File: config.mk
export PLATFORM = sky130hd
export DESIGN_NAME = imem_loader_flat
export DESIGN_NICKNAME = d
export VERILOG_FILES = /design/src/rtl/imem_loader_pkg.sv /design/src/rtl/imem_loader_if.sv /design/src/rtl/imem_loader_byte_assembler.sv /design/src/rtl/imem_loader.sv /design/src/flat_wrapper.sv
export SDC_FILE = /design/constraint.sdc
export NUM_CORES = 1
export LEC_CHECK = 0
export ABC_CLOCK_PERIOD_IN_PS = 4500
export CAP_MARGIN = 15
export CORE_MARGIN = 4
export CORE_UTILIZATION = 50
export CTS_CLUSTER_DIAMETER = 50
export DETAILED_ROUTE_END_ITERATION = 16
export PLACE_DENSITY = 0.8
export SKIP_CTS_REPAIR_TIMING = 1
export SYNTH_ARGS = -nofsm -noshare
export SYNTH_HDL_FRONTEND = slang
export SYNTH_SLANG_ARGS = --single-unit
File: constraint.sdc
create_clock -name clk -period 4.5 [get_ports clk]
set_clock_uncertainty 0.15 [all_clocks]
set_input_delay 0.675 -clock clk [delete_from_list [all_inputs] [get_ports clk]]
set_output_delay 0.675 -clock clk [all_outputs]
set_load 0.03 [all_outputs]
File: src/rtl/imem_loader_pkg.sv
// Shared types and constants for the instruction-memory byte-stream loader.
// The CHECK state only exists when IMEM_LOADER_CHECKSUM_EN is defined.
package imem_loader_pkg;

    localparam int BYTES_PER_WORD = 4;
    localparam int WORD_STRIDE    = 4;
    localparam int CHECKSUM_WIDTH = 8;

    typedef enum logic [2:0] {
        ST_IDLE    = 3'd0,
        ST_COLLECT = 3'd1,
        ST_WRITE   = 3'd2,
`ifdef IMEM_LOADER_CHECKSUM_EN
        ST_CHECK   = 3'd3,
`endif
        ST_DONE    = 3'd4
    } state_e;

    // Running XOR checksum over accepted stream bytes.
    function automatic logic [CHECKSUM_WIDTH-1:0] xor_fold(
        input logic [CHECKSUM_WIDTH-1:0] acc,
        input logic [7:0]                data
    );
        return acc ^ data;
    endfunction

endpackage

File: src/rtl/imem_loader_if.sv
// Command, byte-stream and memory-write signals of imem_loader.
// slave = the loader itself, master = whoever commands it and feeds bytes.
interface imem_loader_if #(
    parameter int ADDR_WIDTH  = 8,
    parameter int COUNT_WIDTH = 7
);
    logic                   start;
    logic [ADDR_WIDTH-1:0]  base_addr;
    logic [COUNT_WIDTH-1:0] word_count;
    logic                   byte_valid;
    logic [7:0]             byte_data;
    logic                   byte_ready;
    logic                   mem_write_enable;
    logic [ADDR_WIDTH-1:0]  mem_address;
    logic [31:0]            mem_write_data;
    logic                   pc_hold;
    logic                   busy;
    logic                   done;
    logic                   error;

    modport master (
        output start, base_addr, word_count, byte_valid, byte_data,
        input  byte_ready, mem_write_enable, mem_address, mem_write_data,
               pc_hold, busy, done, error
    );

    modport slave (
        input  start, base_addr, word_count, byte_valid, byte_data,
        output byte_ready, mem_write_enable, mem_address, mem_write_data,
               pc_hold, busy, done, error
    );
endinterface

File: src/rtl/imem_loader_byte_assembler.sv
// Packs four stream bytes MSB-first into one 32-bit instruction word.
// word_complete flags the shift that delivers the fourth byte.
module byte_assembler
    import imem_loader_pkg::*;
(
    input  logic        clk,
    input  logic        rst_n,
    input  logic        clr,
    input  logic        shift_en,
    input  logic [7:0]  byte_in,
    output logic [31:0] word,
    output logic        word_complete
);
    logic [31:0] shift_r;
    logic [1:0]  cnt_r;

    assign word          = shift_r;
    assign word_complete = shift_en & (cnt_r == 2'(BYTES_PER_WORD - 1));

    // Shift register and byte counter; the counter wraps to 0 after each word.
    always_ff @(posedge clk or negedge rst_n) begin
        if (!rst_n) begin
            shift_r <= 32'd0;
            cnt_r   <= 2'd0;
        end else if (clr) begin
            shift_r <= 32'd0;
            cnt_r   <= 2'd0;
        end else if (shift_en) begin
            shift_r <= {shift_r[23:0], byte_in};
            cnt_r   <= cnt_r + 2'd1;
        end
    end

endmodule

File: src/rtl/imem_loader.sv
// Runtime program download into instruction_memory; holds fetch (pc_hold) while loading.
// Define IMEM_LOADER_CHECKSUM_EN to require an XOR trailer byte after the last word.
module imem_loader
    import imem_loader_pkg::*;
#(
    parameter int ADDR_WIDTH  = 8,
    parameter int COUNT_WIDTH = 7
) (
    input  logic         clk,
    input  logic         reset,
    imem_loader_if.slave bus
);
    localparam logic [ADDR_WIDTH-1:0] ADDR_MASK      = ~ADDR_WIDTH'(WORD_STRIDE - 1);
    localparam logic [ADDR_WIDTH-1:0] LAST_WORD_ADDR = ADDR_WIDTH'((2 ** ADDR_WIDTH) - WORD_STRIDE);

    state_e                 state_r, state_next_s;
    logic [ADDR_WIDTH-1:0]  addr_r, addr_next_s;
    logic [COUNT_WIDTH-1:0] remaining_r, remaining_next_s;
    logic                   error_r, error_next_s;
    logic                   busy_r, byte_ready_r, mem_we_r, done_r;
    logic                   clr_s, handshake_s, shift_en_s, word_complete_s;
    logic [31:0]            word_s;
`ifdef IMEM_LOADER_CHECKSUM_EN
    logic [CHECKSUM_WIDTH-1:0] csum_r, csum_next_s;
`endif

    assign handshake_s = bus.byte_valid & byte_ready_r;
    assign shift_en_s  = handshake_s & (state_r == ST_COLLECT);

    byte_assembler u_assembler (
        .clk           (clk),
        .rst_n         (reset),
        .clr           (clr_s),
        .shift_en      (shift_en_s),
        .byte_in       (bus.byte_data),
        .word          (word_s),
        .word_complete (word_complete_s)
    );

    // Next-state, address/count bookkeeping and checksum update.
    always_comb begin
        state_next_s     = state_r;
        addr_next_s      = addr_r;
        remaining_next_s = remaining_r;
        error_next_s     = error_r;
        clr_s            = 1'b0;
`ifdef IMEM_LOADER_CHECKSUM_EN
        csum_next_s      = csum_r;
`endif
        case (state_r)
            ST_IDLE: begin
                if (bus.start) begin
                    clr_s            = 1'b1;
                    addr_next_s      = bus.base_addr & ADDR_MASK;
                    remaining_next_s = bus.word_count;
                    error_next_s     = 1'b0;
`ifdef IMEM_LOADER_CHECKSUM_EN
                    csum_next_s      = CHECKSUM_WIDTH'(0);
`endif
                    if (bus.word_count == COUNT_WIDTH'(0)) begin
                        state_next_s = ST_DONE;
                    end else begin
                        state_next_s = ST_COLLECT;
                    end
                end else begin
                    state_next_s = ST_IDLE;
                end
            end
            ST_COLLECT: begin
                if (handshake_s) begin
`ifdef IMEM_LOADER_CHECKSUM_EN
                    csum_next_s = xor_fold(csum_r, bus.byte_data);
`endif
                    if (word_complete_s) begin
                        state_next_s = ST_WRITE;
                    end else begin
                        state_next_s = ST_COLLECT;
                    end
                end else begin
                    state_next_s = ST_COLLECT;
                end
            end
            ST_WRITE: begin
                remaining_next_s = remaining_r - COUNT_WIDTH'(1);
                addr_next_s      = addr_r + ADDR_WIDTH'(WORD_STRIDE);
                if (remaining_r == COUNT_WIDTH'(1)) begin
`ifdef IMEM_LOADER_CHECKSUM_EN
                    state_next_s = ST_CHECK;
`else
                    state_next_s = ST_DONE;
`endif
                end else if (addr_r == LAST_WORD_ADDR) begin
                    // More words requested than fit below the top of memory.
                    error_next_s = 1'b1;
                    state_next_s = ST_IDLE;
                end else begin
                    state_next_s = ST_COLLECT;
                end
            end
`ifdef IMEM_LOADER_CHECKSUM_EN
            ST_CHECK: begin
                if (handshake_s) begin
                    if (bus.byte_data != csum_r) begin
                        error_next_s = 1'b1;
                        state_next_s = ST_IDLE;
                    end else begin
                        state_next_s = ST_DONE;
                    end
                end else begin
                    state_next_s = ST_CHECK;
                end
            end
`endif
            ST_DONE: begin
                state_next_s = ST_IDLE;
            end
            default: begin
                state_next_s = ST_IDLE;
            end
        endcase
    end

    // State and bookkeeping registers; outputs are registered from the next state.
    always_ff @(posedge clk or negedge reset) begin
        if (!reset) begin
            state_r      <= ST_IDLE;
            addr_r       <= '0;
            remaining_r  <= '0;
            error_r      <= 1'b0;
            busy_r       <= 1'b0;
            byte_ready_r <= 1'b0;
            mem_we_r     <= 1'b0;
            done_r       <= 1'b0;
`ifdef IMEM_LOADER_CHECKSUM_EN
            csum_r       <= CHECKSUM_WIDTH'(0);
`endif
        end else begin
            state_r      <= state_next_s;
            addr_r       <= addr_next_s;
            remaining_r  <= remaining_next_s;
            error_r      <= error_next_s;
            busy_r       <= (state_next_s != ST_IDLE);
            mem_we_r     <= (state_next_s == ST_WRITE);
            done_r       <= (state_next_s == ST_DONE);
`ifdef IMEM_LOADER_CHECKSUM_EN
            csum_r       <= csum_next_s;
            byte_ready_r <= (state_next_s == ST_COLLECT) || (state_next_s == ST_CHECK);
`else
            byte_ready_r <= (state_next_s == ST_COLLECT);
`endif
        end
    end

    assign bus.byte_ready       = byte_ready_r;
    assign bus.mem_write_enable = mem_we_r;
    assign bus.mem_address      = addr_r;
    assign bus.mem_write_data   = word_s;
    assign bus.pc_hold          = busy_r;
    assign bus.busy             = busy_r;
    assign bus.done             = done_r;
    assign bus.error            = error_r;

endmodule

File: src/flat_wrapper.sv
// flat-port wrapper written by rule: the top's interface ports become plain ports
module imem_loader_flat import imem_loader_pkg::*;
#(
    parameter int ADDR_WIDTH  = 8,
    parameter int COUNT_WIDTH = 7
)
  (clk, reset, bus_start, bus_base_addr, bus_word_count, bus_byte_valid, bus_byte_data, bus_byte_ready, bus_mem_write_enable, bus_mem_address, bus_mem_write_data, bus_pc_hold, bus_busy, bus_done, bus_error);
  imem_loader_if #(.ADDR_WIDTH(ADDR_WIDTH), .COUNT_WIDTH(COUNT_WIDTH)) bus_i ();
  input  logic clk;
  input  logic reset;
  input wire logic [$bits(bus_i.start)-1:0] bus_start;
  input wire logic [$bits(bus_i.base_addr)-1:0] bus_base_addr;
  input wire logic [$bits(bus_i.word_count)-1:0] bus_word_count;
  input wire logic [$bits(bus_i.byte_valid)-1:0] bus_byte_valid;
  input wire logic [$bits(bus_i.byte_data)-1:0] bus_byte_data;
  output wire logic [$bits(bus_i.byte_ready)-1:0] bus_byte_ready;
  output wire logic [$bits(bus_i.mem_write_enable)-1:0] bus_mem_write_enable;
  output wire logic [$bits(bus_i.mem_address)-1:0] bus_mem_address;
  output wire logic [$bits(bus_i.mem_write_data)-1:0] bus_mem_write_data;
  output wire logic [$bits(bus_i.pc_hold)-1:0] bus_pc_hold;
  output wire logic [$bits(bus_i.busy)-1:0] bus_busy;
  output wire logic [$bits(bus_i.done)-1:0] bus_done;
  output wire logic [$bits(bus_i.error)-1:0] bus_error;
  assign bus_i.start = bus_start;
  assign bus_i.base_addr = bus_base_addr;
  assign bus_i.word_count = bus_word_count;
  assign bus_i.byte_valid = bus_byte_valid;
  assign bus_i.byte_data = bus_byte_data;
  assign bus_byte_ready = bus_i.byte_ready;
  assign bus_mem_write_enable = bus_i.mem_write_enable;
  assign bus_mem_address = bus_i.mem_address;
  assign bus_mem_write_data = bus_i.mem_write_data;
  assign bus_pc_hold = bus_i.pc_hold;
  assign bus_busy = bus_i.busy;
  assign bus_done = bus_i.done;
  assign bus_error = bus_i.error;
  imem_loader #(.ADDR_WIDTH(ADDR_WIDTH), .COUNT_WIDTH(COUNT_WIDTH)) u_core (.clk(clk), .reset(reset), .bus(bus_i));
endmodule
# After elaboration in Yosys (flattened, before gate mapping)
# Index checks and enable logic that the tools add are counted.
word_totals:
  ff_bits: 57
  out_inout_bits: 46
classes:
  add_sub_neg: 3
  n_eq_ne: 11
  n_mux: 21
  bitwise: 3
  n_reduce_logical: 7
ops:
  columns: ["cell", "n"]
  rows:
  - ["32-bit 2-to-1 mux", 2]
  - ["8-bit one-hot mux with 2 select lines", 1]
  - ["7-bit one-hot mux with 2 select lines", 1]
  - ["3-bit 2-to-1 mux", 3]
  - ["3-bit one-hot mux with 3 select lines", 1]
  - ["8-bit by 3-bit adder with 8-bit output (second input constant)", 1]
  - ["8-bit == test (second input constant)", 1]
  - ["2-bit 2-to-1 mux", 4]
  - ["8-bit 2-to-1 mux", 1]
  - ["7-bit by 1-bit == test with 1-bit output (second input constant)", 1]
  - ["7-bit logical NOT", 1]
  - ["7-bit 2-to-1 mux", 1]
  - ["7-bit by 1-bit subtractor with 7-bit output (second input constant)", 1]
  - ["3-bit by 1-bit == test with 1-bit output (second input constant)", 2]
  - ["3-bit by 2-bit == test with 1-bit output (second input constant)", 2]
  - ["1-bit 2-to-1 mux", 6]
  - ["2-bit inequality test (second input constant)", 2]
  - ["4-bit AND reduction", 1]
  - ["2-bit nonzero test", 2]
  - ["1-bit AND", 3]
  - ["3-bit == test (second input constant)", 1]
  - ["3-bit logical NOT", 1]
  - ["3-bit nonzero test", 1]
  - ["2-bit by 1-bit adder with 2-bit output (second input constant)", 1]
  - ["4 further kinds", 4]

# Longest topological paths before layout
# Gate-level depths: netlist of the first run.
depth:
  word_depth: 7
  ltp_mapped: 6
  mapped_depth_nobuf: 6

# Hierarchy
# Synthesis of the first run repeated with hierarchy kept, for this count alone.
hier_totals:
  cells_unflattened: 251
  hier_area_um2: 2690.1
by_module_without_submodules:
  columns: ["mod", "instances", "cells_per_inst", "area_each_um2", "seq_area_each_um2"]
  rows:
  - ["byte_assembler", 1, 112, 1427.6, 850.8]
  - ["imem_loader", 1, 139, 1262.5, 525.5]

# Worst setup path after synthesis of the first run
# Ideal clock, no wire load.
synth_timing:
  path_type: "input to register"
  start: "in bus_start"
  end: "reg u_core.remaining_r[3]"
  setup_ns: 0.126
  t_arrival_ns: 1.681
  required_ns: 4.224
  setup_slack_ns: 2.543
  cell_stages: 5
  n_path_buf: 1
  path_cell_list: "or4b_1 > buf_6 > nand2_4 > o21ai_2 > a221o_1"
synth_via:
  elab_chain_len: 2
synth_lines:
  columns: ["element", "line_no", "source"]
  rows:
  - ["start: declaration", "flat_wrapper.sv:11", "input wire logic [$bits(bus_i.start)-1:0] bus_start;"]
  - ["2-bit inequality test (no source line)", null, null]
  - ["2-bit AND reduction (no source line)", null, null]
  - ["end signal: assignment", "imem_loader.sv:140", "remaining_r <= remaining_next_s;"]
  - ["end: declaration", "imem_loader.sv:18", "logic [COUNT_WIDTH-1:0] remaining_r, remaining_next_s;"]
# Every way passes these cells.
# A chain may end at the register's enable or synchronous reset.

# Worst setup path in the final report of the first run
# Same ends and word-level chain as after synthesis.

==> run_summary.xml, run 1 <==
<?xml version="1.0" encoding="UTF-8"?>
<metrics>
  <group name="power">
    <metric name="clock_share_of_power" unit="%">11.9</metric>
    <metric name="power_density_relative_to_cell_area" unit="nW/um^2">699.4</metric>
    <metric name="p_comb_share" unit="%">49.2</metric>
    <metric name="p_total" unit="mW">2.280</metric>
    <metric name="seqPwrFrac" unit="%">38.9</metric>
    <metric name="switching_power" unit="mW">1.009</metric>
    <metric name="vdd_ir_drop_max" unit="mV">0.3356</metric>
    <metric name="cell_leakage_power" unit="nW">1.399</metric>
    <metric name="power_report.internal_total" unit="mW">1.271</metric>
    <metric name="power_switching_share" unit="%">44.26</metric>
  </group>
  <group name="critical_path">
    <metric name="cp.buffers_inverters" unit="">1</metric>
    <metric name="largest_stage_delay_on_the_critical_path" unit="ps">820</metric>
    <metric name="cp_max_fo" unit="">21</metric>
    <metric name="worst_setup_path_end_kind" unit="">register</metric>
    <metric name="worst-endpoint-required" unit="ps">4540</metric>
    <metric name="worst-setup-path-type" unit="">in2reg</metric>
    <metric name="critical_path_startpoint_category" unit="">primary input</metric>
    <metric name="timing.critical_path.slowest_stage_cell" unit="">or4b_1</metric>
    <metric name="crit_path_cell_trace" unit="">clkdlybuf4s50_1 &gt; or4b_1 &gt; nand2_4 &gt; o21ai_2 &gt; a221o_1</metric>
    <metric name="dominant_delay_contributor_by_cell_family_on_the_critical_path" unit="">simple AND/OR/NAND/NOR gates</metric>
    <metric name="arr_time_crit_path" unit="ps">2630</metric>
  </group>
  <group name="timing">
    <metric name="slew-limit-headroom" unit="%">47.65</metric>
    <metric name="worst-slew-pin-transition" unit="ps">785.2</metric>
    <metric name="timing.final.crit_period" unit="ps">2590</metric>
    <metric name="final.setup.worst_slack" unit="ps">1910</metric>
    <metric name="holdWs" unit="ps">324.8</metric>
    <metric name="final-hold-violation-count" unit="">0</metric>
    <metric name="report.final.slew_viol_count" unit="">0</metric>
    <metric name="fmaxAchievable" unit="MHz">386.1</metric>
    <metric name="timing.setup.tns" unit="ps">0</metric>
    <metric name="setup_repair_after_global_routing_missed_its_margin" unit="">no</metric>
    <metric name="finalCritPeriodShare" unit="%">57.55</metric>
    <metric name="report.final.setup_viol" unit="">0</metric>
  </group>
  <group name="drt">
    <metric name="total_number_of_vias" unit="">2044</metric>
    <metric name="wl_per_cell" unit="um">14.17</metric>
    <metric name="drc" unit="">0</metric>
    <metric name="drtIter0Drc" unit="">161</metric>
    <metric name="avgViaCountPerCell" unit="">5.175</metric>
    <metric name="routed_wl" unit="um">5598</metric>
    <metric name="detail-route-antenna-nets" unit="">0</metric>
    <metric name="first_pass_iters" unit="">4</metric>
  </group>
  <group name="clocking">
    <metric name="ctsLongestPathBuffers" unit="">2</metric>
    <metric name="clk_pin_slew" unit="ps">90</metric>
    <metric name="ctsRootBufferMaster" unit="">clkbuf_8</metric>
    <metric name="cts_tree" unit="">yes</metric>
    <metric name="cts_num_sinks" unit="">55</metric>
    <metric name="tritoncts.num_buffers" unit="">5</metric>
    <metric name="clk_latency" unit="ps">300</metric>
    <metric name="htreeDepth" unit="">2</metric>
  </group>
  <group name="finish">
    <metric name="insertedDiodeCount" unit="">0</metric>
    <metric name="fin_area" unit="sq um">3261</metric>
    <metric name="proportion_of_layout_cells_with_a_drive_suffix_above_1" unit="%">5.793</metric>
    <metric name="multiInputGateArea" unit="sq um">977.2</metric>
    <metric name="syn2layout_area_growth" unit="%">32.76</metric>
    <metric name="num-nets-final" unit="">360</metric>
    <metric name="fillerInstances" unit="">391</metric>
    <metric name="final-seq-area" unit="sq um">1376</metric>
  </group>
  <group name="place">
    <metric name="detailedPlacementHpwl" unit="um">3838</metric>
    <metric name="routability_congestion" unit="">0.7885</metric>
    <metric name="placed_area" unit="sq um">3173</metric>
    <metric name="port_buffers" unit="">68</metric>
    <metric name="place_ws" unit="ps">1597</metric>
  </group>
  <group name="yosys">
    <metric name="synth_warnings" unit="">0</metric>
    <metric name="synth.lib_cells_used.distinct" unit="">38</metric>
    <metric name="async_flop_share" unit="%">100.0</metric>
    <metric name="synthFlopType" unit="">dfrtp_1</metric>
    <metric name="synth-seq-cells" unit="">55</metric>
    <metric name="ys_top_cells_by_count" unit="">nand2_1 (79), dfrtp_1 (55), o21ai_0 (39)</metric>
    <metric name="post_synth_inst_count" unit="">264</metric>
    <metric name="synth_enable_flop_cells" unit="">0</metric>
    <metric name="yosys-top-cells-area" unit="">dfrtp_1 (56%), nand2_1 (12%), o21ai_0 (7.9%)</metric>
    <metric name="yosysTopAreaCell" unit="">dfrtp_1</metric>
    <metric name="syn-cell-area" unit="sq um">2456</metric>
    <metric name="seq_area_frac_synth" unit="%">56.04</metric>
    <metric name="synth.most_common_cell" unit="">nand2_1</metric>
    <metric name="synthesis.area_per_instance" unit="sq um">9.303</metric>
    <metric name="yosysTopAreaCellShare" unit="%">56.04</metric>
  </group>
  <group name="worst_hold_path">
    <metric name="classification_of_the_worst_slack_hold_path" unit="">in2async</metric>
  </group>
  <group name="global_routing">
    <metric name="grt_start_max_net_pins" unit="">56</metric>
    <metric name="grt_antenna_before_repair" unit="">0</metric>
    <metric name="wire_length_of_the_first_global_routing_pass" unit="um">9446</metric>
    <metric name="via_count_of_the_first_global_routing_pass" unit="">1970</metric>
    <metric name="global_route.usage.total" unit="%">19.55</metric>
    <metric name="globalRouteOverflowTotal" unit="">0</metric>
  </group>
  <group name="floorplanning">
    <metric name="core_area" unit="sq um">4755</metric>
    <metric name="die_height" unit="um">78.09</metric>
    <metric name="fp.dieW" unit="um">78.09</metric>
    <metric name="io-pin-count" unit="">73</metric>
    <metric name="floorplan_die_area" unit="sq um">6097</metric>
    <metric name="initial_core_util" unit="%">51.66</metric>
    <metric name="fp-row-count" unit="">25</metric>
  </group>
  <group name="outcome">
    <metric name="outcome" unit="">complete, no violations</metric>
  </group>
  <group name="run">
    <metric name="drv.max_cap_violation_count" unit="">0</metric>
  </group>
</metrics>
[power by group through the flow]
stage | Clock [mW] | Combinational, mW | Sequential, mW
floorplan | 0 | 0.363 | 1.18
global placement | 0 | 1.10 | 0.883
detailed placement | 0 | 1.13 | 0.894
CTS | 0.278 | 1.13 | 0.885
global route | 0.298 | 1.21 | 0.923
finish | 0.272 | 1.12 | 0.887
[logic make-up (layout without fill, tap and decap cells)]
family | Yosys count | in the layout | synth area share, %
adder cells (fa/ha/maj) | 5 | 5 | 2.547
AND/OR/NAND/NOR | 113 | 113 | 20.33
AO/OA/AOI/OAI | 66 | 66 | 16.00
flip-flops | 55 | 55 | 56.04
multiplexers | 1 | 1 | 0.4076
other | 1 | 2 | 0.1527
buffers and inverters | 23 | 86 | 4.534
[final timing paths]
path / start / endpoint / slack (ps) / cells past startpoint
setup / recovery: bus_start / u_core.remaining_r[3] / 1910 / 5
hold / removal: reset / u_core.u_assembler.word[26] / 320 / 2
setup reg to reg: u_core.state_r[0] / u_core.remaining_r[3] / 2230 / 4
hold reg to reg: u_core.u_assembler.cnt_r[0] / u_core.u_assembler.cnt_r[0] / 350 / 1
max in group asynchronous: reset / u_core.bus.mem_write_enable / 3420 / 2
min in group clk: u_core.u_assembler.cnt_r[0] / u_core.u_assembler.cnt_r[0] / 350 / 1
[metal layers]
metal  share of wire [%]  global-route usage [%]
met1                  46                   26.86
met2                  48                   31.42
met3                 4.6                   3.670
met4                 1.3                   6.469
met5                   0                       0
[area by class of cell]
class	instances	share of cell area (%)
inverter	6	0.6907
sequential	55	42.21
clock buffer	6	2.533
timing repair buffer	73	21.87
clock inverter	1	0.1535
tap	67	2.571
multi-input combinational	187	29.97
[sequential cells by signal (all words and copies together), names as in the netlist]
signal                       count
u_core.bus.done                  1
u_core.bus.byte_ready            1
u_core.remaining_r               7
u_core.u_assembler.word         32
u_core.bus.error                 1
u_core.bus.busy                  1
u_core.bus.mem_write_enable      1
u_core.bus.mem_address           6
u_core.state_r                   3
u_core.u_assembler.cnt_r         2
[per-stage QoR]
stage | cells | utilization [%]
after global routing | 395 | 68.58
after floorplan | 265 | -
after CTS | 395 | 68.58
final | 395 | 68.58
after detailed placement | 388 | 66.74
after global placement | 388 | 66.74
[cell usage in the layout, fill, tap and decap left out, types with 5 or more instances in the layout]
cell type	n
ha_1	5
buf_4	5
nand2_1	79
clkbuf_8	6
a21oi_1	7
dfrtp_1	55
o21ai_0	39
inv_1	6
clkdlybuf4s50_1	67
nand3_1	6
nor2_1	10
Note: power is estimated with default switching activity, not from simulation.
==> run 2, diff against run 1 <==
ABC_CLOCK_PERIOD_IN_PS = 2400   (was 4500)
CORE_UTILIZATION = 47   (was 50)
PLACE_DENSITY = 0.76   (was 0.8)
clock period = 2.4 ns   (was 4.5 ns; I/O delays follow)
==> run 2 against run 1 <==
Effect of this change: non-clock buffer count is 3 higher; via count is 0.29% higher; sequential power is 86% higher; setup slack worse by 1500 ps; global-route usage is 1.4 points lower; power is 87% higher; register-to-register slack worse by 1800 ps; cell area is 1.3% higher; critical path depth is 1 higher; critical endpoint is now u_core.remaining_r[6]; highest routed layer unchanged.
==> run_summary.xml, run 2 (same netlist as run 1, synthesis figures left out) <==
<?xml version="1.0" encoding="UTF-8"?>
<metrics>
  <group name="power">
    <metric name="cell_leakage_power" unit="nW">1.410</metric>
    <metric name="power_switching_share" unit="%">44.42</metric>
    <metric name="p_comb_share" unit="%">49.5</metric>
    <metric name="power_report.internal_total" unit="mW">2.375</metric>
    <metric name="clock_share_of_power" unit="%">11.9</metric>
    <metric name="power_density_relative_to_cell_area" unit="nW/um^2">1294</metric>
    <metric name="vdd_ir_drop_max" unit="mV">0.7103</metric>
    <metric name="seqPwrFrac" unit="%">38.6</metric>
    <metric name="switching_power" unit="mW">1.898</metric>
  </group>
  <group name="timing">
    <metric name="holdWs" unit="ps">349.1</metric>
    <metric name="slew-limit-headroom" unit="%">58.81</metric>
    <metric name="report.final.slew_viol_count" unit="">0</metric>
    <metric name="timing.final.crit_period" unit="ps">1997</metric>
    <metric name="worst-slew-pin-transition" unit="ps">617.8</metric>
    <metric name="final-hold-violation-count" unit="">0</metric>
    <metric name="report.final.setup_viol" unit="">0</metric>
    <metric name="timing.setup.tns" unit="ps">0</metric>
    <metric name="fmaxAchievable" unit="MHz">500.8</metric>
    <metric name="final.setup.worst_slack" unit="ps">403.1</metric>
    <metric name="setup_repair_after_global_routing_missed_its_margin" unit="">no</metric>
    <metric name="finalCritPeriodShare" unit="%">83.20</metric>
  </group>
  <group name="floorplanning">
    <metric name="die_height" unit="um">80.29</metric>
    <metric name="fp.dieW" unit="um">80.29</metric>
    <metric name="floorplan_die_area" unit="sq um">6446</metric>
    <metric name="core_area" unit="sq um">5075</metric>
    <metric name="io-pin-count" unit="">73</metric>
    <metric name="initial_core_util" unit="%">48.40</metric>
    <metric name="fp-row-count" unit="">26</metric>
  </group>
  <group name="finish">
    <metric name="mostFrequentLayoutCells" unit="">nand2_1 (79), clkdlybuf4s50_1 (67), dfrtp_1 (55), o21ai_0 (39), nor2_1 (10)</metric>
    <metric name="proportion_of_layout_cells_with_a_drive_suffix_above_1" unit="%">6.627</metric>
    <metric name="largest_register_ff_count" unit="">32</metric>
    <metric name="num-nets-final" unit="">363</metric>
    <metric name="most_common_cell_after_layout_fill_and_taps_aside" unit="">nand2_1</metric>
    <metric name="syn2layout_area_growth" unit="%">34.49</metric>
    <metric name="insertedDiodeCount" unit="">0</metric>
    <metric name="fin_area" unit="sq um">3303</metric>
  </group>
  <group name="critical_path">
    <metric name="critical_path.startpoint" unit="">u_core.remaining_r[0]</metric>
    <metric name="largest_stage_delay_on_the_critical_path" unit="ps">500</metric>
    <metric name="crit_path_cell_trace" unit="">inv_1 &gt; ha_1 &gt; or3b_2 &gt; o31ai_1 &gt; a21oi_1 &gt; a311oi_1</metric>
    <metric name="setup.worst_path.end" unit="">u_core.remaining_r[6]</metric>
    <metric name="worst-setup-path-type" unit="">reg2reg</metric>
    <metric name="critical_path_startpoint_category" unit="">register</metric>
    <metric name="worst_setup_path_end_kind" unit="">register</metric>
    <metric name="cp_max_fo" unit="">4</metric>
    <metric name="worstRegToRegCells" unit="">6</metric>
    <metric name="arr_time_crit_path" unit="ps">2060</metric>
    <metric name="critical_path.reg2reg.endpoint" unit="">u_core.remaining_r[6]</metric>
    <metric name="worst-endpoint-required" unit="ps">2470</metric>
    <metric name="critical_path.reg2reg.startpoint" unit="">u_core.remaining_r[0]</metric>
    <metric name="timing.critical_path.slowest_stage_cell" unit="">or3b_2</metric>
    <metric name="rrSetupSlack" unit="ps">400</metric>
  </group>
  <group name="clocking">
    <metric name="ctsRootBufferMaster" unit="">clkbuf_8</metric>
    <metric name="clk_latency" unit="ps">310</metric>
    <metric name="cts_tree" unit="">yes</metric>
    <metric name="htreeDepth" unit="">2</metric>
    <metric name="ctsLongestPathBuffers" unit="">2</metric>
    <metric name="cts_num_sinks" unit="">55</metric>
    <metric name="tritoncts.num_buffers" unit="">5</metric>
    <metric name="clk_pin_slew" unit="ps">100</metric>
  </group>
  <group name="place">
    <metric name="detailedPlacementHpwl" unit="um">3816</metric>
    <metric name="place_ws" unit="ps">168.6</metric>
    <metric name="placed_area" unit="sq um">3204</metric>
    <metric name="port_buffers" unit="">68</metric>
    <metric name="routability_congestion" unit="">0.7999</metric>
  </group>
  <group name="run">
    <metric name="drv.max_cap_violation_count" unit="">0</metric>
  </group>
  <group name="global_routing">
    <metric name="wire_length_of_the_first_global_routing_pass" unit="um">9094</metric>
    <metric name="grt_start_max_net_pins" unit="">69</metric>
    <metric name="grt_antenna_before_repair" unit="">0</metric>
    <metric name="via_count_of_the_first_global_routing_pass" unit="">1984</metric>
    <metric name="global_route.usage.total" unit="%">18.13</metric>
    <metric name="globalRouteOverflowTotal" unit="">0</metric>
  </group>
  <group name="drt">
    <metric name="avgViaCountPerCell" unit="">5.100</metric>
    <metric name="first_pass_iters" unit="">4</metric>
    <metric name="routed_wl" unit="um">5480</metric>
    <metric name="wl_per_cell" unit="um">13.63</metric>
    <metric name="total_number_of_vias" unit="">2050</metric>
    <metric name="detail-route-antenna-nets" unit="">0</metric>
    <metric name="drtIter0Drc" unit="">106</metric>
    <metric name="drc" unit="">0</metric>
  </group>
  <group name="outcome">
    <metric name="outcome" unit="">complete, no violations</metric>
  </group>
  <group name="worst_hold_path">
    <metric name="classification_of_the_worst_slack_hold_path" unit="">reg2reg</metric>
  </group>
</metrics>
## run 2: power by group through the flow
| stage | Clock [mW] | Sequential [mW] | Combinational (mW) |
|---|---|---|---|
| global placement | 0 | 1.66 | 2.09 |
| finish | 0.508 | 1.65 | 2.11 |
| CTS | 0.520 | 1.65 | 2.13 |
| detailed placement | 0 | 1.67 | 2.12 |
| floorplan | 0 | 2.21 | 0.681 |
| global route | 0.557 | 1.72 | 2.30 |
## run 2: critical path, delay by kind of cell (launching register included)
family	cells	cell delay (ps)
compound gates	3	550
simple gates	1	500
flops	1	410
fa+ha+maj	1	190
buf+inv	1	110
## run 2: final cells by class
cell class | instances | area, sq um
flip-flops and latches | 55 | 1376
clock inverters | 3 | 20.02
inverters | 6 | 22.52
well taps | 70 | 87.58
multi-input cells | 187 | 977.2
repair buffers | 76 | 750.7
clock buffers | 5 | 68.82
fillers | 449 | 1772
## run 2: layer usage
| layer | up-vias | GRT usage [%] | wire, um |
|---|---|---|---|
| li1 | 1036 | - | - |
| met1 | 951 | 25.27 | 2658 |
| met2 | 56 | 28.39 | 2549 |
| met3 | 7 | 4.036 | 193 |
| met4 | 0 | 5.236 | 80 |
| met5 | - | 0 | 0 |
## run 2: worst min path at each step
stage | startpoint | endpoint | slack [ps] | depth (start not counted)
after CTS | reset | u_core.u_assembler.word[31] | -70 | 1
after global routing | u_core.u_assembler.cnt_r[0] | u_core.u_assembler.cnt_r[0] | 370 | 1
after floorplan | reset | u_core.bus.busy | -90 | 0
after global placement | reset | u_core.u_assembler.word[17] | 270 | 1
after detailed placement | reset | u_core.u_assembler.word[17] | 270 | 1
final | u_core.u_assembler.cnt_r[0] | u_core.u_assembler.cnt_r[0] | 350 | 1
## run 2: stage by stage
step                instances  power [mW]  utilization, %
finish                    402       4.274           65.09
global route              402       4.575           65.09
CTS                       401       4.305           64.89
detailed placement        393       3.791           63.14
global placement          393       3.748           63.14
floorplan                 265       2.894               -
